[src/rtl/write_full_block.sv]
// Write-domain side of a dual-clock FIFO: binary/Gray write pointer, read-pointer
// synchroniser, and registered full / almost-full / occupancy / sticky-overflow flags.
module write_full_block #(
   parameter int addr_size         = 3,
   parameter int almost_full_level = 1
) (
   input  logic                 write_clock_i,
   input  logic                 write_reset_i,
   input  logic                 write_inc_i,
   input  logic                 overflow_clear_i,
   input  logic [addr_size:0]   read_to_write_pointer_i,
   output logic                 write_en_o,
   output logic [addr_size-1:0] write_address_o,
   output logic [addr_size:0]   write_pointer_o,
   output logic                 write_full_o,
   output logic                 write_almost_full_o,
   output logic [addr_size:0]   write_count_o,
   output logic                 write_overflow_o
);

   localparam int PW = addr_size + 1;
   localparam logic [addr_size:0] C_AF_THRESH = PW'((2 ** addr_size) - almost_full_level);
   // Full when the write Gray pointer equals the read Gray pointer with its top two bits inverted
   localparam logic [addr_size:0] C_FULL_FLIP = {2'b11, {(addr_size - 1){1'b0}}};

   function automatic logic [addr_size:0] gray_to_bin(input logic [addr_size:0] g);
      logic [addr_size:0] b;
      b[addr_size] = g[addr_size];
      for (int i = addr_size - 1; i >= 0; i--) begin
         b[i] = b[i + 1] ^ g[i];
      end
      return b;
   endfunction

   function automatic logic [addr_size:0] bin_to_gray(input logic [addr_size:0] b);
      return (b >> 1) ^ b;
   endfunction

   logic [addr_size:0] r_sync1;
   logic [addr_size:0] r_sync2;
   logic [addr_size:0] r_wbin;

   logic               w_write_en;
   logic [addr_size:0] w_rbin;
   logic [addr_size:0] w_wbin_next;
   logic [addr_size:0] w_wgray_next;
   logic [addr_size:0] w_count_next;
   logic               w_full_next;
   logic               w_almost_full_next;

   always_comb begin
      w_write_en         = write_inc_i & ~write_full_o;
      w_rbin             = gray_to_bin(r_sync2);
      w_wbin_next        = r_wbin + {{addr_size{1'b0}}, w_write_en};
      w_wgray_next       = bin_to_gray(w_wbin_next);
      w_count_next       = w_wbin_next - w_rbin;
      w_full_next        = (w_wgray_next == (r_sync2 ^ C_FULL_FLIP));
      w_almost_full_next = (w_count_next >= C_AF_THRESH) | w_full_next;
   end

   assign write_en_o      = w_write_en;
   assign write_address_o = r_wbin[addr_size-1:0];

   always_ff @(posedge write_clock_i) begin
      if (write_reset_i) begin
         r_sync1             <= '0;
         r_sync2             <= '0;
         r_wbin              <= '0;
         write_pointer_o     <= '0;
         write_full_o        <= 1'b0;
         write_almost_full_o <= 1'b0;
         write_count_o       <= '0;
         write_overflow_o    <= 1'b0;
      end else begin
         r_sync1             <= read_to_write_pointer_i;
         r_sync2             <= r_sync1;
         r_wbin              <= w_wbin_next;
         write_pointer_o     <= w_wgray_next;
         write_full_o        <= w_full_next;
         write_almost_full_o <= w_almost_full_next;
         write_count_o       <= w_count_next;
         // A new overflow outranks a simultaneous clear
         if (write_inc_i & write_full_o) begin
            write_overflow_o <= 1'b1;
         end else if (overflow_clear_i) begin
            write_overflow_o <= 1'b0;
         end else begin
            write_overflow_o <= write_overflow_o;
         end
      end
   end

endmodule

[config.mk]
export PLATFORM = sky130hd
export DESIGN_NAME = write_full_block
export DESIGN_NICKNAME = d
export VERILOG_FILES = /design/src/rtl/write_full_block.sv
export SDC_FILE = /design/constraint.sdc
export NUM_CORES = 1
export LEC_CHECK = 0
export BUFFER_PORTS_ARGS = -buffer_cell sky130_fd_sc_hd__buf_2
export CORE_MARGIN = 5
export CORE_UTILIZATION = 54
export DETAILED_ROUTE_END_ITERATION = 6
export PLACE_DENSITY = 0.78
export SYNTH_ARGS = -nofsm -noshare
export SYNTH_HDL_FRONTEND = slang
export SYNTH_SLANG_ARGS = --single-unit
[constraint.sdc]
create_clock -name write_clock_i -period 3.14 [get_ports write_clock_i]
set_input_delay 0.471 -clock write_clock_i [delete_from_list [all_inputs] [get_ports write_clock_i]]
set_output_delay 0.471 -clock write_clock_i [all_outputs]
set_load 0.005 [all_outputs]
==> implementation parameters, run 1 <==
Parameter                              Value

Status
  Outcome ... finished, final reports clean

Critical path
  Cell chain of the critical path ... xnor2_1 > xor2_1 > xnor2_1 > ha_1 > fa_1 > nor4_1 > a41oi_1 > o21ai_1
  Worst Reg2Reg Path Length in Cells ... 8
  Largest driver fanout on the critical path ... 3
  Worst setup path category ... register to register
  Required time at the endpoint of the critical path ... 3.38 ns
  Capturing element type of the critical path ... register
  Crit path largest cell delay ... 0.45 ns
  Cell at the slowest stage of the critical path ... fa_1
  Arrival time worst endpoint ... 2.53 ns
  Critical Path Most Common Cell ... xnor2_1
  CP Launch Type ... register

Logic synthesis
  Netlist cell types ... 21
  Average size of a mapped cell ... 11.0 sq um
  Fraction of synthesized cell area taken by the top area cell type ... 0.488
  Warnings, synthesis ... 0
  Net count of the mapped netlist ... 96
  #FFs+latches synth ... 22
  Sequential share of the synthesized area ... 0.488
  Post-synthesis instance area ... 903 sq um
  Cell type with the highest aggregate area in the netlist ... dfxtp_1
  Synthesized instance count ... 82
  Area contributors post-synth ... dfxtp_1, xor2_1, ha_1

Timing
  Unrepaired setup endpoints after global routing ... false
  Clock tree skew after final layout ... 0.00306 ns
  Total negative slack ... 0 ns
  Hold WS ... 0.370 ns
  F_max ... 0.436 GHz
  Final Hold Vio Count ... 0
  Final slew viol count ... 0
  Min setup slack post-route ... 0.845 ns
  Final Critical Period ... 2.30 ns
  Max transition margin ... 0.743
  Post-route fraction of the period consumed by the critical path ... 0.731
  Setup violation total in the final timing report ... 0
  Actual transition at the worst max-transition pin ... 0.386 ns

Detailed routing
  Average wire per standard cell ... 11.6 um
  Ratio of routed vias to standard cells ... 4.75
  Number of iterations in the first detailed-routing pass ... 4
  Total DRC errors in the routed layout ... 0
  Via count of the routed design ... 580
  Total length of routed wires ... 1.42 mm
  Starting DRC count in detailed routing ... 5
  Detail Route Antenna Nets ... 0

CTS
  Count of hold-fix buffers inserted at cts ... 0
  Clock slew at reported path FFs ... 0.11 ns
  Total of cells resized after clock tree synthesis ... 0
  TritonCTS clock tree ... done
  Clock H-tree levels ... 1
  Post CTS Setup Buffer Count ... 0
  Num CTS Buffers ... 3
  Master cell of the clock root buffer ... clkbuf_4
  Insertion delay to the later sink of the worst-skew pair ... 0.30 ns
  Maximum number of buffers from clock root to sink ... 2
  Sinks on the clock net ... 22

GRT
  Initial antenna violation count ... 0
  Global-route wire length before repair ... 2.37 mm
  Maximum number of pins on one net before global-route repair ... 24
  Global-route total usage across every layer ... 0.121
  Via count of the first global-routing pass ... 553
  Overall overflow remaining after global route ... 0

Placed design
  Placed wire-length estimate ... 1.09 mm
  Gpl congestion ... 0.706
  Number of I/O port buffers ... 22
  Post-Place Setup Slack ... 0.589 ns

Cells and area
  Proportion of layout cells with a drive suffix above 1 ... 0.255
  Share of the core filled with cells in the final layout ... 0.700
  Antenna Cells ... 0
  Area overhead of the layout relative to synthesis ... 19.4%
  Nets ... 121
  Most used cells in the layout excluding fill and tap cells ... buf_2, dfxtp_1, nor2_1, nor2b_1, xor2_1

Pwr
  Worst supply voltage drop on vdd ... 0.389 mV
  Fraction of power spent switching nets ... 0.232
  Power density relative to cell area ... 597 nW/um^2
  Leakage power ... 0.000533 uW
  Part of the power in the clock network ... 0.326
  Total power ... 644 uW
  Proportion of power drawn by flip-flops and latches ... 0.486
  Share of total power in combinational logic ... 0.188
  Switching pwr ... 149 uW
  Power Internal ... 495 uW

Floorplanning
  Area of the placeable core ... 1540 sq um
  Initial Util ... 0.586
  Die span in x ... 50.9 um
  Number of cell rows ... 14
  I/O pins ... 23
  Die outline height ... 50.9 um
  Die outline area ... 2590 sq um

Worst hold path
  Min-Delay Path Depth ... 2
  Hold crit path type ... input port to register

Flow run
  Max-cap violations ... 0
## layer usage
metal	up-vias	GRT usage	wire length, um
met5	-	0	0
li1	311	-	-
met3	2	0.0523	107
met1	250	0.157	638
met2	17	0.182	663
met4	0	0.0383	9
## cell type report
class                   instances  area (sq um)
clock buffers                   3          22.5
clock inverters                 1          30.0
fillers                       121           463
inverters                       3          11.3
multi-input cells              55           444
flip-flops and latches         22           440
well taps                      16          20.0
repair buffers                 22           110
## through the flow
stage	instances	instance area, sq um
floorplan	82	903
finish	122	1080
global placement	118	1030
global route	122	1080
detailed placement	118	1030
CTS	122	1080
## critical path, delay by kind of cell (launching register included)
| family | cells | cell delay, ns |
|---|---|---|
| flops | 1 | 0.34 |
| xor+xnor | 3 | 0.77 |
| compound gates | 2 | 0.16 |
| fa+ha+maj | 2 | 0.65 |
| simple gates | 1 | 0.31 |
## power by group through the flow
stage | Sequential [uW] | Combinational [uW] | Clock (uW)
final | 313 | 121 | 210
after global routing | 316 | 137 | 229
after CTS | 313 | 123 | 216
after detailed placement | 319 | 122 | 0
after global placement | 319 | 121 | 0
after floorplan | 322 | 79.4 | 0
## registers in the layout, indices dropped and copies added, names as in the netlist
| register | count |
|---|---|
| write_count_o | 4 |
| r_wbin | 3 |
| r_sync2 | 4 |
| write_overflow_o | 1 |
| write_full_o | 1 |
| write_almost_full_o | 1 |
| write_pointer_o | 4 |
| r_sync1 | 4 |
## final timing paths
| kind | startpoint | end | slack [ns] |
|---|---|---|---|
| setup / recovery | r_sync2[3] | write_almost_full_o | 0.84 |
| setup reg to reg | r_sync2[3] | write_almost_full_o | 0.84 |
| hold / removal | read_to_write_pointer_i[3] | r_sync1[3] | 0.37 |
| hold reg to reg | r_sync1[2] | r_sync2[2] | 0.45 |
## cells in the mapped netlist
library cell,count
dfxtp_1,22
nor2_1,11
nor2b_1,10
xor2_1,8
ha_1,5
xnor2_1,5
inv_1,3
a21oi_1,2
clkbuf_1,2
nand2_1,2
xor3_1,2
a21boi_2,1
a41oi_1,1
and4_1,1
fa_1,1
nand2b_1,1
nand3_1,1
nor4_1,1
o21ai_0,1
o21ai_1,1
xnor3_1,1
## kinds of logic (layout without fill, tap and decap cells)
kind of cell / after synthesis / after routing / synth area share
DFF: 22 / 22 / 0.488
adders and majority gates: 6 / 6 / 0.0914
xor gates and xnor gates: 16 / 16 / 0.204
buffers and inverters: 5 / 29 / 0.0208
and+or+nand+nor: 27 / 27 / 0.152
AOI/OAI and AO/OA: 6 / 6 / 0.0443
No activity file was read; power rests on OpenSTA's default activity.
==> run 2: changes to the inputs <==
--- a/config.mk
+++ b/config.mk
@@ -7,9 +7,9 @@
 export LEC_CHECK = 0
 export BUFFER_PORTS_ARGS = -buffer_cell sky130_fd_sc_hd__buf_2
 export CORE_MARGIN = 5
-export CORE_UTILIZATION = 54
+export CORE_UTILIZATION = 45
 export DETAILED_ROUTE_END_ITERATION = 6
-export PLACE_DENSITY = 0.78
+export PLACE_DENSITY = 0.69
 export SYNTH_ARGS = -nofsm -noshare
 export SYNTH_HDL_FRONTEND = slang
 export SYNTH_SLANG_ARGS = --single-unit
==> constraint.sdc (replaced) <==
create_clock -name write_clock_i -period 1.86 [get_ports write_clock_i]
set_input_delay 0.279 -clock write_clock_i [delete_from_list [all_inputs] [get_ports write_clock_i]]
set_output_delay 0.279 -clock write_clock_i [all_outputs]
set_load 0.005 [all_outputs]
==> run 2 against run 1 <==
The flow now finishes with violations (negative setup slack). Sequential power increased by 70%. Final cell count increased by 20%. Via count increased by 20%. Register-to-register slack got worse by 1.1 ns. Sequential cell count unchanged. Hold slack got worse by 0.21 ns. Combinational power increased by 130%. Wire length increased by 19%. Critical endpoint unchanged.
==> implementation parameters, run 2 (same netlist as run 1, synthesis figures left out) <==
Parameter                              Value

Detailed routing
  Average wire per standard cell ... 11.4 um (-1.6%)
  Detail Route Antenna Nets ... 0 (unchanged)
  Number of iterations in the first detailed-routing pass ... 4 (unchanged)
  Via count of the routed design ... 694 (+20%)
  Starting DRC count in detailed routing ... 1 (-4)
  Total DRC errors in the routed layout ... 0 (unchanged)
  Ratio of routed vias to standard cells ... 4.72 (-0.69%)
  Total length of routed wires ... 1.68 mm (+19%)

Pwr
  Switching pwr ... 288 uW (+93%)
  Proportion of power drawn by flip-flops and latches ... 0.453 (-0.033)
  Fraction of power spent switching nets ... 0.246 (+0.0141)
  Share of total power in combinational logic ... 0.234 (+0.046)
  Power density relative to cell area ... 936 nW/um^2 (+57%)
  Part of the power in the clock network ... 0.313 (-0.013)
  Leakage power ... 0.000605 uW (+13%)
  Worst supply voltage drop on vdd ... 0.602 mV (+55%)
  Power Internal ... 883 uW (+78%)
  Total power ... 1170 uW (+82%)

Placed design
  Gpl congestion ... 0.731 (+3.5%)
  Placement Cell Area ... 1160 sq um (+14%)
  Number of I/O port buffers ... 22 (unchanged)
  Placed wire-length estimate ... 1.25 mm (+15%)
  Post-Place Setup Slack ... -0.257 ns (-0.846 ns)

Timing
  Setup violation total in the final timing report ... 3 (+3)
  Hold WS ... 0.161 ns (-0.209 ns)
  Final Hold Vio Count ... 0 (unchanged)
  Max transition margin ... 0.736 (-0.00640)
  Unrepaired setup endpoints after global routing ... true
  F_max ... 0.484 GHz (+11%)
  Actual transition at the worst max-transition pin ... 0.396 ns (+0.00960 ns)
  Clock tree skew after final layout ... 0.00281 ns (-0.000253 ns)
  Final Critical Period ... 2.07 ns (-0.228 ns)
  Post-route fraction of the period consumed by the critical path ... 1.11 (+0.380)
  Min setup slack post-route ... -0.207 ns (-1.05 ns)
  Final slew viol count ... 0 (unchanged)

Critical path
  Cell family with most CP delay ... adder cells
  Capturing element type of the critical path ... register
  Worst setup path category ... register to register
  Largest driver fanout on the critical path ... 2 (-1)
  Cell at the slowest stage of the critical path ... fa_2
  Crit path largest cell delay ... 0.46 ns (about the same)
  Number of buffer and inverter instances along the worst setup path ... 0 (unchanged)
  Arrival time worst endpoint ... 2.33 ns (-0.20 ns)
  Required time at the endpoint of the critical path ... 2.12 ns (-1.26 ns)
  CP Launch Type ... register
  Cell chain of the critical path ... xnor2_2 > xor2_2 > xnor2_1 > ha_2 > fa_2 > nor4_2 > a41oi_1 > o21ai_1

CTS
  TritonCTS clock tree ... done
  Maximum number of buffers from clock root to sink ... 2 (unchanged)
  Sinks on the clock net ... 22 (unchanged)
  Master cell of the clock root buffer ... clkbuf_4
  Num CTS Buffers ... 3 (unchanged)
  Count of hold-fix buffers inserted at cts ... 0 (unchanged)
  Clock slew at reported path FFs ... 0.12 ns (about the same)
  Insertion delay to the later sink of the worst-skew pair ... 0.31 ns (about the same)
  Clock H-tree levels ... 1 (unchanged)

GRT
  Overall overflow remaining after global route ... 0 (unchanged)
  Global-route total usage across every layer ... 0.127 (+0.00590)
  Global-route wire length before repair ... 2.62 mm (+11%)
  Maximum number of pins on one net before global-route repair ... 24 (unchanged)
  Initial antenna violation count ... 0 (unchanged)
  Via count of the first global-routing pass ... 636 (+15%)

Floorplanning
  Die outline area ... 3000 sq um (+16%)
  Die span in x ... 54.8 um (+7.7%)
  Die outline height ... 54.8 um (+7.7%)
  Number of cell rows ... 16 (+2)
  I/O pins ... 23 (unchanged)
  Area of the placeable core ... 1940 sq um (+26%)
  Initial Util ... 0.465 (-0.121)

Cells and area
  Most used cells in the layout excluding fill and tap cells ... buf_2, dfxtp_1, buf_4, nor2_1, nor2b_1
  Nets ... 135 (+12%)
  Share of the core filled with cells in the final layout ... 0.644 (-0.0553)
  Reg area ... 443 sq um (+0.57%)
  Antenna Cells ... 0 (unchanged)
  Area overhead of the layout relative to synthesis ... 38.5%
  Area used by multi-input combinational logic ... 495 sq um (+12%)
  Final instance area ... 1250 sq um (+16%)
  Proportion of layout cells with a drive suffix above 1 ... 0.433 (+0.179)
  Number of filler instances in the final layout ... 162 (+34%)
  Most frequent standard cell in the layout excluding fill and tap cells ... buf_2

Flow run
  Max-cap violations ... 0 (unchanged)

Status
  Violated checks ... negative setup slack
  Outcome ... finished with violations

Worst hold path
  Hold crit path type ... input port to register
run 2: worst reg2reg max path: cells and delay by family (launching register included):
kind                     cells  cell delay (ns)
flip-flops                   1             0.35
adder cells (fa/ha/maj)      2             0.68
XOR/XNOR                     3             0.58
AO/OA/AOI/OAI                2             0.16
AND/OR/NAND/NOR              1             0.24
run 2: per-layer routing:
metal / track usage / share of wire / wire length, um / vias to the layer above
met4: 0.0747 / 0.024 / 41 / 0
li1: - / - / - / 340
met5: 0 / 0 / 0 / -
met2: 0.213 / 0.50 / 836 / 21
met3: 0.0409 / 0.076 / 127 / 5
met1: 0.139 / 0.40 / 677 / 328
run 2: layout make-up:
cell class / instances / share of cell area
flip-flops and latches: 22 / 0.354
multi-input cells: 55 / 0.396
clock buffers: 3 / 0.0180
clock inverters: 1 / 0.0240
repair buffers: 36 / 0.172
well taps: 27 / 0.0270
inverters: 3 / 0.00900
run 2: worst paths after layout:
kind	startpoint	to	slack (ns)	cells past startpoint
setup / recovery	r_sync2[3]	write_almost_full_o	-0.21	8
hold / removal	read_to_write_pointer_i[0]	r_sync1[0]	0.16	2
setup reg to reg	r_sync2[3]	write_almost_full_o	-0.21	8
hold reg to reg	r_sync1[2]	r_sync2[2]	0.45	1
run 2: stage by stage:
stage | std cells | setup TNS, ns
after global routing | 147 | -0.677
after floorplan | 82 | -0.126
after detailed placement | 142 | -0.529
after global placement | 142 | -0.434
final | 147 | -0.324
after CTS | 147 | -0.342
run 2: power groups by stage:
stage,Combinational [uW],Sequential (uW),Clock [uW]
after detailed placement,258,540,0
after CTS,274,531,369
after floorplan,144,546,0
after global placement,250,540,0
final,274,531,367
after global routing,306,536,396
run 2: timing repair:
| action | CTS | global route |
|---|---|---|
| setup buffers | 2 | 0 |
| pin swaps | 7 | 0 |
| setup endpoints to repair | 3 | 4 |
| resized for setup | 5 | 1 |
| hold endpoints to repair | 0 | 0 |
==> run 3: changes to the inputs <==
--- a/config.mk
+++ b/config.mk
@@ -9,6 +9,7 @@
 export CORE_MARGIN = 5
 export CORE_UTILIZATION = 45
 export DETAILED_ROUTE_END_ITERATION = 6
+export HOLD_SLACK_MARGIN = 0.12
 export PLACE_DENSITY = 0.69
 export SYNTH_ARGS = -nofsm -noshare
 export SYNTH_HDL_FRONTEND = slang
==> constraint.sdc (replaced) <==
create_clock -name write_clock_i -period 1.7 [get_ports write_clock_i]
set_input_delay 0.255 -clock write_clock_i [delete_from_list [all_inputs] [get_ports write_clock_i]]
set_output_delay 0.255 -clock write_clock_i [all_outputs]
set_load 0.005 [all_outputs]
==> run 3 against run 2 <==
The run still ends with negative setup slack left. Critical path type unchanged. Largest cell class unchanged. Sequential share of layout area decreased by 3.8 points. Utilization increased by 7.9 points. Sequential power increased by 10%. Fmax increased by 2.3%.
==> implementation parameters, run 3 (same netlist as run 1, synthesis figures left out) <==
Parameter                              Value

Status
  Outcome ... finished with violations
  Violated checks ... negative setup slack

Detailed routing
  Detail Route Antenna Nets ... 0 (unchanged)
  Number of iterations in the first detailed-routing pass ... 5 (+1)
  Starting DRC count in detailed routing ... 12 (+11)
  Total length of routed wires ... 1.95 mm (+16%)
  Via count of the routed design ... 728 (+4.9%)
  Total DRC errors in the routed layout ... 0 (unchanged)
  Average wire per standard cell ... 12.4 um (+8.3%)
  Ratio of routed vias to standard cells ... 4.64 (-1.8%)

Timing
  Clock tree skew after final layout ... 0.0109 ns (+0.00805 ns)
  Final slew viol count ... 0 (unchanged)
  Total negative slack ... -0.854 ns (-0.530 ns)
  Min setup slack post-route ... -0.320 ns (-0.114 ns)
  Final Hold Vio Count ... 0 (unchanged)
  Actual transition at the worst max-transition pin ... 0.309 ns (-0.0872 ns)
  Final Critical Period ... 2.02 ns (-0.0464 ns)
  F_max ... 0.495 GHz (+2.3%)
  Max transition margin ... 0.794 (+0.0579)
  Unrepaired setup endpoints after global routing ... true
  Setup violation total in the final timing report ... 5 (+2)
  Post-route fraction of the period consumed by the critical path ... 1.19 (+0.0773)

Critical path
  Register-to-register setup slack ... -0.32 ns (-0.11 ns)
  Cell chain of the critical path ... xnor2_4 > xor2_2 > xnor2_1 > ha_2 > fa_2 > nor4_4 > a41oi_1 > o21ai_1
  CP Launch Type ... register
  Number of buffer and inverter instances along the worst setup path ... 0 (unchanged)
  Cell at the slowest stage of the critical path ... fa_2
  Arrival time worst endpoint ... 2.28 ns (-0.05 ns)
  Cell family with most CP delay ... adder cells
  Capturing element type of the critical path ... register
  Largest driver fanout on the critical path ... 2 (unchanged)
  Required time at the endpoint of the critical path ... 1.96 ns (-0.16 ns)
  Worst setup path category ... register to register
  Crit path largest cell delay ... 0.48 ns (+0.02 ns)

Floorplanning
  Area of the placeable core ... 1940 sq um (unchanged)
  Initial Util ... 0.465 (unchanged)
  Die outline height ... 54.8 um (unchanged)
  Number of cell rows ... 16 (unchanged)
  Die span in x ... 54.8 um (unchanged)
  Die outline area ... 3000 sq um (unchanged)
  I/O pins ... 23 (unchanged)

CTS
  Master cell of the clock root buffer ... clkbuf_4
  Num CTS Buffers ... 3 (unchanged)
  TritonCTS clock tree ... done
  Insertion delay to the later sink of the worst-skew pair ... 0.31 ns (about the same)
  Sinks on the clock net ... 22 (unchanged)
  Maximum number of buffers from clock root to sink ... 2 (unchanged)
  Clock slew at reported path FFs ... 0.13 ns (about the same)
  Clock H-tree levels ... 1 (unchanged)

Cells and area
  Most frequent standard cell in the layout excluding fill and tap cells ... buf_2
  Nets ... 145 (+7.4%)
  Area overhead of the layout relative to synthesis ... 55.4%
  Most used cells in the layout excluding fill and tap cells ... buf_2, buf_4, dfxtp_1, nor2_1, nor2b_1
  Antenna Cells ... 0 (unchanged)
  Count of non-filler cells in the finished layout ... 157 (+6.8%)
  Number of filler instances in the final layout ... 141 (-13%)
  Proportion of layout cells with a drive suffix above 1 ... 0.508 (+0.0744)
  Final instance area ... 1400 sq um (+12%)

Pwr
  Worst supply voltage drop on vdd ... 0.754 mV (+25%)
  Power density relative to cell area ... 966 nW/um^2 (+3.2%)
  Total power ... 1360 uW (+16%)
  Leakage power ... 0.000664 uW (+9.9%)

GRT
  Via count of the first global-routing pass ... 729 (+15%)
  Maximum number of pins on one net before global-route repair ... 14 (-42%)
  Initial antenna violation count ... 0 (unchanged)
  Global-route wire length before repair ... 3.06 mm (+17%)
  Overall overflow remaining after global route ... 0 (unchanged)
  Global-route total usage across every layer ... 0.149 (+0.0218)

Flow run
  Max-cap violations ... 0 (unchanged)

Placed design
  Cells after DPL ... 145 (+2.1%)
  Gpl congestion ... 0.811 (+11%)
  Number of I/O port buffers ... 22 (unchanged)
  Placed wire-length estimate ... 1.45 mm (+16%)
  Placement Cell Area ... 1190 sq um (+2.5%)

Worst hold path
  Hold crit path type ... input port to register
==> run 3: cell count changes in the layout (fill, tap and decap cells not counted), sizes merged <==
cell	delta
buf	+10
==> run 3: worst paths after layout <==
kind / start / to / cells past startpoint
min reg2reg: r_sync1[3] / r_sync2[3] / 1
min: read_to_write_pointer_i[1] / r_sync1[1] / 2
max: r_sync2[3] / write_almost_full_o / 8
max reg2reg: r_sync2[3] / write_almost_full_o / 8
==> run 3: through the flow <==
stage / hold slack (ns) / util / setup WS [ns]
floorplan: 0.327 / - / -0.236
global placement: 0.415 / 0.615 / -0.342
detailed placement: 0.429 / 0.615 / -0.422
CTS: 0.146 / 0.693 / -0.391
global route: 0.157 / 0.723 / -0.421
finish: 0.140 / 0.723 / -0.320
==> run 3: area by class of cell <==
class                           count  area [sq um]  share of cell area
Clock inverter                      1          30.0              0.0214
Clock buffer                        3          22.5              0.0160
Sequential cell                    22           444               0.316
Inverter                            3          11.3             0.00802
Multi-Input combinational cell     55           561               0.399
Timing Repair Buffer               46           302               0.215
Tap cell                           27          33.8              0.0241
==> run 3: per-layer routing <==
metal | vias up | global-route usage | routed length, um
li1 | 360 | - | -
met1 | 334 | 0.161 | 760
met2 | 26 | 0.262 | 987
met3 | 8 | 0.0490 | 137
met4 | 0 | 0.0622 | 60
met5 | - | 0 | 0
==> run 3: repair_timing <==
item,CTS,global route
pin swaps,8,6
hold buffers,0,0
resized for setup,9,4
buffers inserted,6,3
endpoints found under the setup margin,5,6
==> run 3: report_power, final <==
group	total (uW)	switching, uW	internal [uW]	leakage, uW
combinational	368	164	204	0.000454
clock	405	167	238	0.0000279
sequential	584	20.4	564	0.000182
total	1360	351	1010	0.000664
